File: src/rtl/program_loader_pkg.sv
// Shared definitions for the boot-time program loader: FSM encoding, frame layout
// constants and state-class helpers.
package program_loader_pkg;

   localparam int DEF_ADDR_W     = 11;
   localparam int DEF_DATA_W     = 32;
   localparam int BYTES_PER_WORD = 4;
   localparam int LEN_W          = 16;

   // Enum order follows the frame field order: length bytes, payload, checksum.
   typedef enum logic [2:0] {
      ST_IDLE   = 3'd0,
      ST_LEN_LO = 3'd1,
      ST_LEN_HI = 3'd2,
      ST_WORD   = 3'd3,
      ST_WRITE  = 3'd4,
      ST_CHECK  = 3'd5,
      ST_RUN    = 3'd6,
      ST_ERR    = 3'd7
   } state_t;

   function automatic logic takes_byte(input state_t s);
      return (s == ST_LEN_LO) || (s == ST_LEN_HI) || (s == ST_WORD) || (s == ST_CHECK);
   endfunction

   function automatic logic in_frame(input state_t s);
      return (s == ST_LEN_LO) || (s == ST_LEN_HI) || (s == ST_WORD) ||
             (s == ST_WRITE)  || (s == ST_CHECK);
   endfunction

endpackage

File: src/rtl/program_loader_timeout.sv
// Idle-cycle watchdog: counts enabled cycles since the last clear and flags
// expiry once the count reaches CYCLES-1.
module loader_timeout #(
   parameter int CYCLES = 1000000
) (
   input  logic clk,
   input  logic resetn,
   input  logic i_clr,
   input  logic i_en,
   output logic o_expired
);

   localparam int CW = $clog2(CYCLES + 1);

   logic [CW-1:0] r_cnt;

   // Idle counter, saturating at the expiry value.
   always_ff @(posedge clk or negedge resetn) begin
      if (!resetn) begin
         r_cnt <= '0;
      end else if (i_clr) begin
         r_cnt <= '0;
      end else if (i_en && (r_cnt != CW'(CYCLES - 1))) begin
         r_cnt <= r_cnt + CW'(1);
      end else begin
         r_cnt <= r_cnt;
      end
   end

   assign o_expired = i_en && (r_cnt == CW'(CYCLES - 1));

endmodule

File: src/rtl/program_loader.sv
// Boot loader: receives a length/payload/checksum byte frame, writes 32-bit words
// into instruction memory and releases the CPU once the checksum verifies.
module program_loader
   import program_loader_pkg::*;
#(
   parameter int ADDR_W         = DEF_ADDR_W,
   parameter int DATA_W         = DEF_DATA_W,
   parameter int BASE_ADRS      = 0,
   parameter int TIMEOUT_CYCLES = 1000000
) (
   input  logic              clk,
   input  logic              resetn,
   input  logic              load_req,
   input  logic [7:0]        rx_data,
   input  logic              rx_valid,
   output logic              rx_ready,
   output logic [DATA_W-1:0] w_instruction,
   output logic              w_enable,
   output logic [ADDR_W-1:0] w_adrs,
   output logic              cpu_en,
   output logic              busy,
   output logic              done,
   output logic              error
);

   localparam int MAX_WORDS = 1 << ADDR_W;

   state_t            r_state, w_next_state;
   logic [LEN_W-1:0]  r_len, r_idx;
   logic [1:0]        r_byte_cnt;
   logic [DATA_W-9:0] r_shift;
   logic [7:0]        r_chk;

   logic              r_rx_ready, r_w_enable, r_cpu_en, r_busy, r_done, r_error;
   logic [DATA_W-1:0] r_w_instruction;
   logic [ADDR_W-1:0] r_w_adrs;

   logic              w_rx_ready, w_w_enable, w_cpu_en, w_busy, w_done, w_error;
   logic              w_accept, w_expired, w_tmo_clr;
   logic [LEN_W-1:0]  w_len_n;
   logic [DATA_W-1:0] w_word;
   logic [ADDR_W-1:0] w_adrs_n;

   assign w_accept  = rx_valid && r_rx_ready;
   assign w_len_n   = {rx_data, r_len[7:0]};
   assign w_word    = {rx_data, r_shift};
   assign w_adrs_n  = ADDR_W'(BASE_ADRS) + r_idx[ADDR_W-1:0];
   assign w_tmo_clr = w_accept || load_req || (w_next_state != r_state);

   loader_timeout #(.CYCLES(TIMEOUT_CYCLES)) u_timeout (
      .clk       (clk),
      .resetn    (resetn),
      .i_clr     (w_tmo_clr),
      .i_en      (in_frame(r_state)),
      .o_expired (w_expired)
   );

   // State register.
   always_ff @(posedge clk or negedge resetn) begin
      if (!resetn) begin
         r_state <= ST_IDLE;
      end else begin
         r_state <= w_next_state;
      end
   end

   // Next-state logic; load_req overrides everything, including a same-cycle byte.
   always_comb begin
      w_next_state = r_state;
      if (load_req) begin
         w_next_state = ST_LEN_LO;
      end else begin
         case (r_state)
            ST_LEN_LO: begin
               if (w_accept)       w_next_state = ST_LEN_HI;
               else if (w_expired) w_next_state = ST_ERR;
               else                w_next_state = ST_LEN_LO;
            end
            ST_LEN_HI: begin
               if (w_accept) begin
                  if (32'(w_len_n) > 32'(MAX_WORDS)) w_next_state = ST_ERR;
                  else if (w_len_n == 16'd0)       w_next_state = ST_CHECK;
                  else                             w_next_state = ST_WORD;
               end else if (w_expired) begin
                  w_next_state = ST_ERR;
               end else begin
                  w_next_state = ST_LEN_HI;
               end
            end
            ST_WORD: begin
               if (w_accept && (r_byte_cnt == 2'd3)) w_next_state = ST_WRITE;
               else if (!w_accept && w_expired)      w_next_state = ST_ERR;
               else                                  w_next_state = ST_WORD;
            end
            ST_WRITE: begin
               if ((r_idx + 16'd1) == r_len) w_next_state = ST_CHECK;
               else                          w_next_state = ST_WORD;
            end
            ST_CHECK: begin
               if (w_accept)       w_next_state = (rx_data == r_chk) ? ST_RUN : ST_ERR;
               else if (w_expired) w_next_state = ST_ERR;
               else                w_next_state = ST_CHECK;
            end
            ST_IDLE:  w_next_state = ST_IDLE;
            ST_RUN:   w_next_state = ST_RUN;
            ST_ERR:   w_next_state = ST_ERR;
            default:  w_next_state = ST_IDLE;
         endcase
      end
   end

   // Output decode from the upcoming state so every output leaves a flop.
   always_comb begin
      w_rx_ready = takes_byte(w_next_state);
      w_w_enable = (w_next_state == ST_WRITE);
      w_busy     = in_frame(w_next_state);
      w_done     = (w_next_state == ST_RUN);
      w_cpu_en   = (w_next_state == ST_RUN);
      w_error    = (w_next_state == ST_ERR);
   end

   // Registered outputs; word and address are only driven during a write.
   always_ff @(posedge clk or negedge resetn) begin
      if (!resetn) begin
         r_rx_ready      <= 1'b0;
         r_w_enable      <= 1'b0;
         r_busy          <= 1'b0;
         r_done          <= 1'b0;
         r_cpu_en        <= 1'b0;
         r_error         <= 1'b0;
         r_w_instruction <= '0;
         r_w_adrs        <= '0;
      end else begin
         r_rx_ready      <= w_rx_ready;
         r_w_enable      <= w_w_enable;
         r_busy          <= w_busy;
         r_done          <= w_done;
         r_cpu_en        <= w_cpu_en;
         r_error         <= w_error;
         r_w_instruction <= w_w_enable ? w_word : '0;
         r_w_adrs        <= w_w_enable ? w_adrs_n : '0;
      end
   end

   // Frame datapath: length capture, LSB-first word assembly, running checksum.
   always_ff @(posedge clk or negedge resetn) begin
      if (!resetn) begin
         r_len      <= '0;
         r_idx      <= '0;
         r_byte_cnt <= 2'd0;
         r_shift    <= '0;
         r_chk      <= 8'd0;
      end else if (load_req) begin
         r_len      <= '0;
         r_idx      <= '0;
         r_byte_cnt <= 2'd0;
         r_shift    <= '0;
         r_chk      <= 8'd0;
      end else begin
         case (r_state)
            ST_LEN_LO: if (w_accept) r_len[7:0] <= rx_data;
            ST_LEN_HI: begin
               if (w_accept) r_len[15:8] <= rx_data;
               r_idx      <= '0;
               r_byte_cnt <= 2'd0;
            end
            ST_WORD: begin
               if (w_accept) begin
                  r_shift    <= {rx_data, r_shift[DATA_W-9:8]};
                  r_chk      <= r_chk ^ rx_data;
                  r_byte_cnt <= r_byte_cnt + 2'd1;
               end
            end
            ST_WRITE: r_idx <= r_idx + 16'd1;
            default:  r_idx <= r_idx;
         endcase
      end
   end

   assign rx_ready      = r_rx_ready;
   assign w_enable      = r_w_enable;
   assign w_instruction = r_w_instruction;
   assign w_adrs        = r_w_adrs;
   assign cpu_en        = r_cpu_en;
   assign busy          = r_busy;
   assign done          = r_done;
   assign error         = r_error;

endmodule
File: config.mk
export PLATFORM = sky130hd
export DESIGN_NAME = program_loader
export DESIGN_NICKNAME = d
export VERILOG_FILES = /design/src/rtl/program_loader_pkg.sv /design/src/rtl/program_loader_timeout.sv /design/src/rtl/program_loader.sv
export SDC_FILE = /design/constraint.sdc
export NUM_CORES = 1
export LEC_CHECK = 0
export CAP_MARGIN = 30
export CORE_ASPECT_RATIO = 0.9
export CORE_MARGIN = 1
export CORE_UTILIZATION = 55
export CTS_CLUSTER_DIAMETER = 50
export DETAILED_ROUTE_END_ITERATION = 6
export PLACE_DENSITY_LB_ADDON = 0.2
export SETUP_SLACK_MARGIN = 0.15
export SYNTH_ARGS = -nofsm -noshare
export SYNTH_HDL_FRONTEND = slang
export SYNTH_HIERARCHICAL = 1
export SYNTH_SLANG_ARGS = --single-unit
File: constraint.sdc
create_clock -name clk -period 5.5 [get_ports clk]
set_input_delay 1.375 -clock clk [delete_from_list [all_inputs] [get_ports clk]]
set_output_delay 1.375 -clock clk [all_outputs]
set_load 0.02 [all_outputs]
* Word-level counts from Yosys, hierarchy flattened
Cells that the tools add are included.
** Word-level totals
- Flip-flop bits (word level) :: 137
- Bits of input ports :: 12
- Output and inout bits :: 49
** Cells by class
- Add/sub/neg operators :: 3
- Magnitude comparators :: 1
- Equality and inequality tests :: 21
- Multiplexer cells :: 33
- Bitwise operators :: 1
- Reductions and logical operators :: 30
** Operators with widths (count)
- two-way mux 24 bit :: 3
- two-way mux 8 bit :: 6
- two-way mux 20 bit :: 2
- two-way mux 16 bit :: 2
- two-way mux 32 bit :: 1
- one-hot mux 16 bit (2 select lines) :: 1
- two-way mux 3 bit :: 10
- == test 3 bit (second input constant) :: 8
- one-hot mux 3 bit (8 select lines) :: 1
- adder 20 x 1 -> 20 bit (second input constant) :: 1
- == test 20 bit (second input constant) :: 1
- != test 20 bit (second input constant) :: 1
- adder 16 x 1 -> 16 bit (second input constant) :: 1
- == test 16 bit :: 1
- greater-than comparator 16 x 12 -> 1 bit (second input constant) :: 1
- logical NOT 16 bit :: 1
- == test 3 x 2 -> 1 bit (second input constant) :: 4
- logical OR 1 bit :: 11
- two-way mux 11 bit :: 1
- nonzero test 2 bit :: 5
- == test 8 bit :: 1
- two-way mux 2 bit :: 4
- AND reduction 2 bit :: 4
- XOR 8 bit :: 1
- other kinds (11) :: 17

* Depth between registers and ports, before layout
Gate-level depths: netlist of the first run.
- Depth after elaboration :: 16
- Depth in mapped cells :: 17
- Gate-level depth less buffers :: 14

* Hierarchy
Netlist of the first run, hierarchy kept.
** Modules (own cells, without submodules)
- program_loader :: instances 1, cells each 553, area an instance 5446.5 um^2, seq. area each 2927.8 um^2
- loader_timeout :: instances 1, cells each 117, area an instance 1136.1 um^2, seq. area each 500.5 um^2

* Least setup slack after synthesis of the first run
Ideal clock, no wire load.
- Path type :: input port to flip-flop
- Start :: input rx_data[2]
- End :: register u_timeout.r_cnt[0]
- Setup time :: 132 ps
- Data arrival time :: 3251 ps
- Data required time :: 5368 ps
- Path slack :: 2117 ps
- Cell stages on the path :: 10
- Path buffers :: 2
- Cells stage by stage :: nor4_1 -> nand3_1 -> nor4_2 -> a41oi_1 -> o22ai_1 -> a21oi_1 -> nand4_1 -> dlygate4sd1_1 -> clkbuf_1 -> nor2_1
** Between the ends
- Longest elaborated chain between the ends :: 9
- Elaborated cells on any way between the ends :: 14
** Ends and longest elaborated chain
- start, declared :: line program_loader.sv:14 : input logic [7:0] rx_data,
- parallel branches: the longest is 4 deep, another holds greater-than comparator 16 x 12 -> 1 bit
- one-hot mux 3 bit (8 select lines) (*) :: line program_loader.sv:73 : case (r_state)
- two-way mux 3 bit (*) :: line program_loader.sv:70 : if (load_req) begin
- != test 3 bit (*) :: line program_loader.sv:48 : assign w_tmo_clr = w_accept || load_req || (w_next_state != r_state);
- logical OR 1 bit (*) :: line program_loader.sv:48
- named net w_tmo_clr :: line program_loader.sv:39 : logic w_accept, w_expired, w_tmo_clr;
- two-way mux 20 bit / nonzero test 2 bit (equally long branches)
- end signal, assigned :: line program_loader_timeout.sv:24 : r_cnt <= r_cnt + CW'(1);
- end signal, assigned :: line program_loader_timeout.sv:26 : r_cnt <= r_cnt;
- end, declared :: line program_loader_timeout.sv:15 : logic [CW-1:0] r_cnt;
Mark *: on every way through the listed nets, which the timed path passes.
A chain may end at the register's enable or synchronous reset.

* Worst setup path in the final report of the first run
- Start :: register r_state[1]
- End :: register r_w_instruction[25], in the netlist w_instruction[25]
** Between the ends
- Longest elaborated chain between the ends :: 13
- Elaborated cells on any way between the ends :: 26
** Ends and longest elaborated chain
- start, declared :: line program_loader.sv:28 : state_t r_state, w_next_state;
- start signal, assigned :: line program_loader.sv:63 : r_state <= w_next_state;
- == test 3 x 1 -> 1 bit / == test 3 x 2 -> 1 bit (equally long branches) :: line program_loader_pkg.sv:27 : return (s == ST_LEN_LO) || (s == ST_LEN_HI) || (s == ST_WORD) ||
- logical OR 1 bit (3 in series) :: line program_loader_pkg.sv:27
- logical OR 1 bit (*) :: line program_loader_pkg.sv:28 : (s == ST_WRITE) || (s == ST_CHECK);
- logical AND 1 bit (*) :: line program_loader_timeout.sv:30 : assign o_expired = i_en && (r_cnt == CW'(CYCLES - 1));
- named net w_expired :: line program_loader.sv:39
- logical AND 1 bit :: line program_loader.sv:92 : else if (!w_accept && w_expired) w_next_state = ST_ERR;
- two-way mux 3 bit :: line program_loader.sv:92
- two-way mux 3 bit :: line program_loader.sv:91 : if (w_accept && (r_byte_cnt == 2'd3)) w_next_state = ST_WRITE;
- one-hot mux 3 bit (8 select lines) (*) :: line program_loader.sv:73
- two-way mux 3 bit (*) :: line program_loader.sv:70
- == test 3 bit (*) :: line program_loader.sv:115 : w_w_enable = (w_next_state == ST_WRITE);
- two-way mux 32 bit (*) :: line program_loader.sv:140 : r_w_instruction <= w_w_enable ? w_word : '0;
- end signal, assigned :: line program_loader.sv:140
- end, declared :: line program_loader.sv:35 : logic [DATA_W-1:0] r_w_instruction;
The timed path passes the listed nets; every way through them passes the cells marked *.

==> impl_metrics.csv, run 1 <==
group,metric,value,unit
floorplanning,rows,37,
sta,fin_ws,1.55,ns
sta,setup_tns,0,ns
pwr,p_comb_share,18.6,%
logic_synthesis,syn_area_per_cell,9.82,sq um
sta,finalCriticalPeriod,3.95,ns
cells_and_area,fin_area,7790,sq um
route,wl,14500,microns
setup_path,start_kind,"register",
route,antenna_left,0,
placed_design,post-place-ws,1.26,ns
setup_path,worstReg2RegStart,"r_state[1]",
clock_tree,cts_buffers,17,
route,drt-met1-wl,6610,microns
route,wl_per_cell,16.4,microns
clock_tree,clkTransAtPathRegs,0.06,ns
route,route.detailed.drc,0,
sta,fmax,0.253,GHz
cells_and_area,nNetsFinal,731,
clock_tree,htreeDepth,4,
clock_tree,holdBufCountCts,0,
setup_path,crit_fanout,44,
placed_design,gp_congestion,0.853,
pwr,p_sw,0.880,mW
logic_synthesis,postSynth.asyncResetShare,100,%
clock_tree,clock-sinks,137,
logic_synthesis,yosys_warnings,6,
route,num_vias,5074,
logic_synthesis,yosysTopAreaCell,"dfrtp_1",
setup_path,setup.worst_path.class,"register to register",
logic_synthesis,synthTopCellsByArea,"dfrtp_1 52%, nand2_1 5.8%, and2_1 4.6%",
sta,finalClockSkew,0.0118,ns
cells_and_area,diodes,0,
sta,finalSetupViolCount,0,
worst_hold_path,hold_path_class,"register to register",
floorplanning,core-area,11500,sq um
route,route.met3.wl,729,microns
grt,first_global_vias,4796,
clock_tree,cts_tree,"built",
grt,grt_usage,25.0,%
pwr,clkPwrFrac,39.0,%
placed_design,place_area,7210,sq um
logic_synthesis,synth_edf_count,0,
floorplanning,die_height,106,microns
route,via_per_inst,5.74,
placed_design,hpwlAfterDp,9580,microns
sta,worst-slew-pin-transition,0.978,ns
sta,drv_slew,0,
route,drt_iter0_drc,371,
cells_and_area,drive_gt1_share,8.52,%
pwr,power_density,359,nW/um^2
pwr,p_int,1.92,mW
grt,overflow,0,
floorplanning,start_util,57.1,%
clock_tree,clkLatencyLatePin,0.42,ns
floorplanning,die_x,117,microns
grt,grt_pass1_wl,24300,microns
logic_synthesis,ys_seq_area_share,52.1,%
route,firstDrtPassIters,5,
grt,antenna_found_initial,0,
route,top_layer,"met4",
worst_hold_path,hp-start,"r_shift[4]",
setup_path,slowest_stage,"a21boi_4",
setup_path,endpoint_kind,"register",
pwr,pwr-share-seq,42.4,%
route,met2_length,7000,microns
logic_synthesis,ys.flop_type,"dfrtp_1",
setup_path,cp.arrival,4.30,ns
clock_tree,root_buffer,"clkbuf_16",
clock_tree,post_cts_buffers,0,
floorplanning,pin_count,61,
placed_design,io_buffers,60,
setup_path,required,5.85,ns
logic_synthesis,syn-cell-area,6580,sq um
setup_path,cpMostUsedCell,"nor2_1",
job,drv_cap,0,
logic_synthesis,synth_top_area_share,52.1,%
logic_synthesis,syn_inst,670,
logic_synthesis,ys_types,67,
sta,relSlewSlack,34.7,%
grt,grt_max_degree,94,
setup_path,cp-startpoint,"r_state[1]",
clock_tree,clock_path_buffers,2,
pwr,p_leak,3.30,nW
logic_synthesis,syn_nets,685,
floorplanning,dieArea,12400,sq um
pwr,peakVddDrop,0.242,mV
sta,timing.final.crit_share,71.8,%
logic_synthesis,ys_ff_latch,137,
sta,hold_viol,0,
setup_path,max_stage_delay,0.82,ns
clock_tree,cts_resized,0,
setup_path,crit_chain,"nor3_1, a21oi_1, and4_1, nand3_1, nor2_1, nor2_1, nor2_1, o21a_1, o21ai_1, a21boi_4, and2_1",
sta,rsz0062_at_grt,"no",
cells_and_area,area_delta_synth_final,18.4,%
pwr,p_sw_share,31.4,%
status,status,"finished, final reports clean",
==> cell type report <==
type	count	area (sq um)
fillers	867	3730
flip-flops and latches	137	3430
multi-input cells	487	2920
repair buffers	67	654
clock buffers	20	457
well taps	156	195
clock inverters	11	115
inverters	6	22.5
==> per-stage QoR <==
step	cells	hold WS [ns]	util [%]	power, mW
floorplan	670	0.453	-	1.57
global placement	851	0.463	62.5	1.70
detailed placement	852	0.470	62.6	1.72
CTS	883	0.484	67.5	2.81
global route	884	0.500	67.6	2.93
finish	884	0.478	67.6	2.80
==> power groups by stage <==
stage               sequential, mW  clock (mW)  combinational [mW]
finish                        1.19        1.09               0.522
CTS                           1.18        1.11               0.520
detailed placement            1.20           0               0.515
global placement              1.20           0               0.501
global route                  1.20        1.15               0.581
floorplan                     1.15           0               0.416
==> synthesized netlist by cell type (8+ instances only) <==
cell type  count
and2_1        48
and3_1         9
nand2_1      101
o31ai_1        8
nor2_1        56
nand4_1       11
o21ai_0       42
clkbuf_1      24
xor2_1        22
nor3_1         9
nand3_1       20
xnor2_1       31
a21oi_1       39
dfrtp_1      137
==> per-layer routing <==
metal / track usage (%) / up-vias
li1: - / 2397
met1: 34.4 / 2533
met2: 39.7 / 130
met3: 4.92 / 14
met4: 8.81 / 0
met5: 0 / -
==> worst paths after layout <==
kind,depth (start not counted),end,slack [ns]
setup reg to reg,11,w_instruction[25],1.55
setup / recovery,11,w_instruction[25],1.55
max in group asynchronous,2,r_len[6],3.39
hold reg to reg,1,w_instruction[4],0.48
hold / removal,1,w_instruction[4],0.48
min in group asynchronous,1,w_adrs[1],1.03
==> placed cells by master (no fill, tap or decap), types with 9 or more instances in the layout <==
cell	Yosys	layout
a21oi_1	39	39
and2_1	48	48
and3_1	9	9
clkbuf_16	0	17
clkdlybuf4s50_1	0	59
dfrtp_1	137	137
nand2_1	101	101
nand3_1	20	20
nand4_1	11	11
nor2_1	56	56
nor3_1	9	9
o21ai_0	42	42
xnor2_1	31	31
xor2_1	22	22
==> logic make-up (layout without fill, tap and decap cells) <==
family,after synthesis,after routing,synth area share [%]
buf+inv,46,104,3.54
simple gates,300,300,24.2
mux,1,1,0.152
fa+ha+maj,3,3,0.570
compound gates,130,130,12.4
xor+xnor,53,53,7.05
flops,137,137,52.1
==> worst max-delay path: cells and delay by family (launching register included) <==
family          cells  cell delay [ns]
flops               1             0.72
simple gates        7             1.48
compound gates      4             1.68
==> registers in the layout, summed over array words and instances, names as in the netlist <==
signal	count
w_instruction	32
r_shift	24
u_timeout/r_cnt	20
r_idx	16
r_len	16
w_adrs	11
r_chk	8
r_state	3
r_byte_cnt	2
busy	1
done	1
error	1
rx_ready	1
w_enable	1
Power figures use the tool's default switching activity.
==> run 2, diff against run 1 <==
CORE_UTILIZATION = 52   (was 55)
clock period = 3.32 ns   (was 5.5 ns; I/O delays follow)
==> run 2 against run 1 <==
Register-to-register slack worse by 1.2 ns. Sequential share of layout area is 1.3 points lower. Critical path depth is 2 higher. Clock skew is 0.0012 ns higher. Combinational power is 97% higher. Largest power group is now clock.
==> impl_metrics.csv, run 2 (same netlist as run 1, synthesis figures left out) <==
group,metric,value,unit
status,status,"finished, final reports clean",
pwr,p_sw_share,31.5,%
worst_hold_path,hold_path_class,"primary input to asynchronous set/reset pin",
clock_tree,clock-sinks,137,
clock_tree,cts_buffers,17,
pwr,pwr-share-seq,39.2,%
placed_design,gp_congestion,0.920,
grt,first_global_vias,4906,
sta,finalCriticalPeriod,2.96,ns
cells_and_area,area_delta_synth_final,22.0,%
pwr,peakVddDrop,0.430,mV
setup_path,setup.worst_path.class,"register to register",
grt,grt_pass1_wl,24500,microns
clock_tree,post_cts_buffers,0,
route,route.detailed.drc,0,
cells_and_area,largest_reg_flops,32,
grt,overflow,0,
floorplanning,pin_count,61,
route,firstDrtPassIters,5,
cells_and_area,final_cell_mix,"137 x dfrtp_1, 101 x nand2_1, 59 x clkdlybuf4s50_1, 56 x nor2_1, 48 x and2_1",
sta,worst-slew-pin-transition,1.03,ns
sta,finalSetupViolCount,0,
placed_design,io_buffers,60,
sta,hold_viol,0,
cells_and_area,nNetsFinal,754,
cells_and_area,final_util,66.0,%
pwr,clkPwrFrac,39.6,%
clock_tree,cts_tree,"built",
clock_tree,clkTransAtPathRegs,0.06,ns
pwr,p_int,3.32,mW
placed_design,post-place-ws,0.0367,ns
floorplanning,die_height,109,microns
pwr,p_leak,3.45,nW
setup_path,crit_fanout,4,
route,drt_iter0_drc,422,
cells_and_area,drive_gt1_share,11.6,%
setup_path,start_kind,"register",
pwr,p_comb_share,21.2,%
sta,setup_tns,0,ns
pwr,p_sw,1.53,mW
pwr,power_density,603,nW/um^2
sta,fmax,0.338,GHz
sta,rsz0062_at_grt,"no",
sta,drv_slew,0,
clock_tree,holdBufCountCts,0,
sta,timing.final.crit_share,89.1,%
grt,grt_usage,24.7,%
cells_and_area,final_common_cell,"dfrtp_1",
floorplanning,dieArea,13100,sq um
sta,fin_ws,0.361,ns
clock_tree,root_buffer,"clkbuf_16",
route,wl_per_cell,16.4,microns
placed_design,hpwlAfterDp,10200,microns
sta,relSlewSlack,31.5,%
cells_and_area,fillers,996,
setup_path,cp.arrival,3.32,ns
grt,grt_max_degree,62,
route,antenna_left,0,
route,wl,14900,microns
sta,finalClockSkew,0.0130,ns
cells_and_area,diodes,0,
setup_path,required,3.68,ns
floorplanning,start_util,54.1,%
clock_tree,clkLatencyLatePin,0.43,ns
job,drv_cap,0,
clock_tree,cts_resized,0,
clock_tree,htreeDepth,4,
route,via_per_inst,5.55,
floorplanning,core-area,12200,sq um
grt,antenna_found_initial,0,
route,num_vias,5064,
floorplanning,die_x,121,microns
clock_tree,clock_path_buffers,2,
setup_path,endpoint_kind,"register",
floorplanning,rows,38,
-- run 2: cell count changes in the layout (fill, tap and decap cells not counted), moves of 2 or more --
cell,delta
buf_4,+21
clkinvlp_4,-3
inv_6,+3
inv_8,+3
buf_12,+2
clkbuf_8,-2
-- run 2: metal layers --
layer | vias to the layer above | wire length, microns | GRT usage, %
met3 | 24 | 762 | 6.12
met1 | 2467 | 6840 | 33.4
met2 | 130 | 7050 | 37.7
li1 | 2443 | - | -
met5 | - | 0 | 0
met4 | 0 | 296 | 11.3
-- run 2: area by class of cell --
cell class / count / area [sq um] / area share (%)
sequential: 137 / 3430 / 42.7
multi-input combinational: 487 / 2920 / 36.4
timing repair buffer: 90 / 852 / 10.6
clock buffer: 17 / 425 / 5.30
tap: 160 / 200 / 2.49
clock inverter: 15 / 179 / 2.23
inverter: 6 / 22.5 / 0.281
-- run 2: per-stage QoR --
| stage | cell area (sq um) | hold slack (ns) | total power, mW | cells |
|---|---|---|---|---|
| after detailed placement | 7420 | 0.465 | 2.94 | 880 |
| final | 8030 | 0.386 | 4.84 | 912 |
| after CTS | 8030 | 0.390 | 4.88 | 912 |
| after floorplan | 6580 | 0.453 | 2.60 | 670 |
| after global placement | 7420 | 0.462 | 2.92 | 880 |
| after global routing | 8030 | 0.425 | 5.07 | 912 |
-- run 2: final timing paths --
kind	from	to	slack (ns)	depth (start not counted)
max	r_state[2]	u_timeout/r_cnt[11]	0.36	13
min	resetn	w_adrs[1]	0.39	1
max reg2reg	r_state[2]	u_timeout/r_cnt[11]	0.36	13
min reg2reg	r_shift[5]	w_instruction[5]	0.47	1
max in group asynchronous	resetn	r_len[8]	2.18	2
min in group clk	r_shift[5]	w_instruction[5]	0.47	1
-- run 2: power groups by stage --
| stage | logic (mW) | clock network, mW | registers, mW |
|---|---|---|---|
| after floorplan | 0.690 | 0 | 1.91 |
| after global placement | 1.00 | 0 | 1.92 |
| after detailed placement | 1.02 | 0 | 1.92 |
| after CTS | 1.03 | 1.96 | 1.89 |
| after global routing | 1.13 | 2.03 | 1.91 |
| final | 1.03 | 1.92 | 1.90 |
-- run 2: critical path, cell delays in order (launching register included) --
cell,delay (ns)
dfrtp_1,0.40
nor3_1,0.19
a21oi_1,0.08
and4_1,0.24
nand3_1,0.20
nor2_1,0.13
nand2_1,0.11
nand3_1,0.08
a22o_1,0.21
and3b_1,0.17
a211oi_1,0.18
nand4_1,0.23
or4_1,0.56
nand2_1,0.09
==> RTL change 1, RTL diff (flow settings as in run 1) <==
`DEF_ADDR_W`: 11 -> 10.
--- a/src/rtl/program_loader_pkg.sv
+++ b/src/rtl/program_loader_pkg.sv
@@ -2,7 +2,7 @@
 // constants and state-class helpers.
 package program_loader_pkg;
 
-   localparam int DEF_ADDR_W     = 11;
+   localparam int DEF_ADDR_W     = 10;
    localparam int DEF_DATA_W     = 32;
    localparam int BYTES_PER_WORD = 4;
    localparam int LEN_W          = 16;
Interface: changed (resized w_adrs); port bits go from 61 to 60. The function was not compared with the original's and may differ.
==> RTL change 1 against run 1 <==
  * Worst setup slack got worse by 0.061 ns
  * Wire length fell by 3.0%
  * Hold slack got worse by 0.0028 ns
  * Synthesized cell count fell by 6.0%
  * Final area fell by 1.4%
  * Area after synthesis fell by 2.9%
  * Sequential cell count fell by 1
  * Critical endpoint is now w_instruction[3]
  * Largest cell class unchanged
  * Highest routed layer unchanged
Power is not compared: it rests on default switching activity, and its combinational part moved more than twofold at a synthesized area within 25%.
==> RTL change 1: results (changes against run 1) <==
Logic synthesis
  • Post-synth cell types: 64 (was 67)
  • Area contributors post-synth: dfrtp_1 (53%), nand2_1 (4.7%), xnor2_1 (4.4%) (was dfrtp_1 (52%), nand2_1 (5.8%), and2_1 (4.6%))
  • Synth top cells by count: dfrtp_1 (136), nand2_1 (80), nor2_1 (51), and2_1 (43), a21oi_1 (41) (was dfrtp_1 (137), nand2_1 (101), nor2_1 (56), and2_1 (48), o21ai_0 (42))
  • Sequential element share of the synthesized area: 53.2% (was 52.1%)
  • Synth Area in XOR/XNOR: 7.26% (was 7.05%)
  • Synth Area in Compound Gates: 9.73% (was 12.4%)
  • Synth Flop Type: dfrtp_1 (unchanged)
  • Synthesized-area fraction occupied by adder cells: 0.587% (was 0.570%)
  • Mux contribution to synthesized area: 3.29% (was 0.152%)

Setup path
  • Critical path arrival: 4.36 ns (was 4.30 ns)
  • CP Max Fanout: 32 (was 44)
  • CP delay by family, top: simple AND/OR/NAND/NOR gates (was compound AO/OA/AOI/OAI gates)
  • Crit-path slowest cell: or4_1 (was a21boi_4)
  • CP max stage delay: 0.59 ns (was 0.82 ns)

Outcome
  • Outcome: finished clean (unchanged)

Finish
  • Share of cells above drive strength 1: 10.5% (was 8.52%)
  • Layout Nets: 695 (was 731)
  • Fill cells: 852 (was 867)
  • Diodes inserted: 0 (unchanged)

Global route
  • Total track usage: 26.1% (was 25.0%)
  • Number of global-route vias before repair: 4782 (was 4796)
  • Largest net degree at the start of global routing: 90 (was 94)
  • First-pass GRT wire length: 24.0 mm (was 24.3 mm)

Place
  • HPWL after DPL: 9.25 mm (was 9.58 mm)
  • Port Buffers: 59 (was 60)
  • Dpl cell area: 7060 um2 (was 7210 um2)
  • Placer Congestion: 0.849 (was 0.853)

Detailed routing
  • Vias: 4725 (was 5074)
  • Final wirelength: 14.1 mm (was 14.5 mm)
  • Initial detailed-routing violation count: 405 (was 371)

Timing
  • Rel. slew slack: 29.4% (was 34.7%)
RTL change 1: power breakdown:
part	switching, mW	internal [mW]	leakage (nW)
Clock	0.443	0.741	0.286
Combinational	0.125	0.0754	1.08
Sequential	0.0401	1.03	1.86
Total	0.607	1.85	3.23
RTL change 1: stage by stage:
step	util, %	std cells	hold slack [ns]	power (mW)	setup slack (ns)
3_5_place_dp	63.8	813	0.463	1.29	1.09
2_1_floorplan	-	630	0.453	1.21	2.01
6_report	69.3	845	0.475	2.45	1.49
5_1_grt	69.3	845	0.489	2.54	1.27
4_1_cts	69.3	845	0.477	2.47	1.51
3_3_place_gp	63.8	813	0.462	1.28	1.20
RTL change 1: metal layers:
| layer | wire, um | GRT usage (%) | vias to the layer above |
|---|---|---|---|
| li1 | - | - | 2266 |
| met5 | 0 | 0 | - |
| met1 | 6450 | 35.7 | 2313 |
| met4 | 223 | 10.5 | 0 |
| met3 | 780 | 7.46 | 19 |
| met2 | 6610 | 39.2 | 127 |
RTL change 1: area by class of cell:
class	instances	share of cell area, %
sequential	136	44.3
clock buffer	20	5.94
timing repair buffer	63	8.03
tap	152	2.48
inverter	7	0.342
multi-input combinational	455	36.8
clock inverter	12	2.12
RTL change 1: kinds of logic after synthesis:
kind of cell    after synthesis
xor+xnor                     53
simple gates                275
buf+inv                      39
compound gates              105
fa+ha+maj                     3
flops                       136
mux                          19
RTL change 1: final timing paths:
check	start	endpoint	slack (ns)	cells after the start
setup / recovery	rx_data[4]	w_instruction[3]	1.49	8
hold / removal	r_shift[6]	w_instruction[6]	0.48	1
setup reg to reg	r_state[2]	w_instruction[3]	1.59	11
hold reg to reg	r_shift[6]	w_instruction[6]	0.48	1
max in group asynchronous	resetn	w_instruction[3]	3.36	2
min in group asynchronous	resetn	r_idx[13]	1.00	1
==> RTL change 2, RTL diff (config.mk and constraints of run 1) <==
Without the edit above. Re-encode `state_t` (8 states) as one-hot, 8 bits wide.
--- a/src/rtl/program_loader_pkg.sv
+++ b/src/rtl/program_loader_pkg.sv
@@ -8,15 +8,15 @@
    localparam int LEN_W          = 16;
 
    // Enum order follows the frame field order: length bytes, payload, checksum.
-   typedef enum logic [2:0] {
-      ST_IDLE   = 3'd0,
-      ST_LEN_LO = 3'd1,
-      ST_LEN_HI = 3'd2,
-      ST_WORD   = 3'd3,
-      ST_WRITE  = 3'd4,
-      ST_CHECK  = 3'd5,
-      ST_RUN    = 3'd6,
-      ST_ERR    = 3'd7
+   typedef enum logic [7:0] {
+      ST_IDLE   = 8'b00000001,
+      ST_LEN_LO = 8'b00000010,
+      ST_LEN_HI = 8'b00000100,
+      ST_WORD   = 8'b00001000,
+      ST_WRITE  = 8'b00010000,
+      ST_CHECK  = 8'b00100000,
+      ST_RUN    = 8'b01000000,
+      ST_ERR    = 8'b10000000
    } state_t;
 
    function automatic logic takes_byte(input state_t s);
Formal check against the unedited RTL: same outputs for any inputs over 10 cycles, from zero or initial values and one cycle with resetn low; not proved beyond that.
==> RTL change 2 against run 1 <==
  * Wire length is 7.1% higher
  * Non-clock buffer count is 1 lower
  * Area after synthesis is 5.4% higher
  * Critical endpoint is now u_timeout/r_cnt[11]
  * Worst setup slack worse by 0.53 ns
  * Sequential cell count is 5 higher
  * Final area is 4.6% higher
Power is not compared: it rests on default switching activity, and its combinational part moved more than twofold at a synthesized area within 25%.
==> RTL change 2: results (changes against run 1) <==
Finish
  • Layout Nets: 770 (was 731)
  • Share of cells above drive strength 1: 8.74% (was 8.52%)

Setup path
  • Critical path arrival: 4.84 ns (was 4.30 ns)
  • CP max stage delay: 0.76 ns (was 0.82 ns)
  • CP delay by family, top: simple AND/OR/NAND/NOR gates (was compound AO/OA/AOI/OAI gates)
  • RR Endpoint: u_timeout/r_cnt[11] (was w_instruction[25])
  • CP Max Fanout: 21 (was 44)
  • Reg2reg start: r_state[2] (was r_state[1])

Logic synthesis
  • Synth Area in XOR/XNOR: 6.94% (was 7.05%)
  • Syn nets: 726 (was 685)
  • Mux contribution to synthesized area: 0.451% (was 0.152%)
  • Synth top cells by count: dfrtp_1 (141), nand2_1 (106), a21oi_1 (53), and2_1 (44), nor2_1 (41) (was dfrtp_1 (137), nand2_1 (101), nor2_1 (56), and2_1 (48), o21ai_0 (42))
  • Sequential element share of the synthesized area: 51.2% (was 52.1%)

Timing
  • Clock Skew: 0.0116 ns (was 0.0118 ns)
  • Rel. slew slack: 39.5% (was 34.7%)

Global route
  • Met1 GRT Util: 34.6% (was 34.4%)
  • Met3 Track Usage GR: 6.75% (was 4.92%)
  • Number of global-route vias before repair: 5261 (was 4796)

Min path
  • Worst Hold End: w_instruction[0] (was w_instruction[4])
  • Hold path start: r_shift[0] (was r_shift[4])

Place
  • Placer Congestion: 0.891 (was 0.853)
  • Placed Instances: 896 (was 852)

Detailed routing
  • Met3 WL post-DR: 776 um (was 729 um)
  • M1 WL: 7.00 mm (was 6.61 mm)

Outcome
  • Outcome: finished clean (unchanged)
RTL change 2: cell types whose count changed after synthesis, moves of 4 or more:
cell and change:
o22ai_1 -4, inv_1 +7, o31ai_1 +4, a21oi_1 +14
nor4_1 +4, a22o_1 -4, dfrtp_1 +4, nor2_1 -15
nand3_1 +18, xor2_1 +4, o21ai_0 -11, nand2_1 +5
and2_1 -4, or4_1 +7
RTL change 2: power by group:
group	total (mW)	internal, mW	leakage (nW)	switching [mW]
combinational	0.167	0.0525	1.16	0.115
clock	1.15	0.721	0.276	0.425
sequential	1.07	1.06	1.97	0.0146
total	2.38	1.83	3.40	0.554
RTL change 2: area by class of cell:
| class | count | area (um2) |
|---|---|---|
| inverter | 13 | 48.8 |
| multi-input combinational | 515 | 3110 |
| tap | 160 | 200 |
| timing repair buffer | 66 | 642 |
| clock buffer | 21 | 450 |
| sequential | 142 | 3550 |
| fill | 986 | 4020 |
| clock inverter | 10 | 139 |
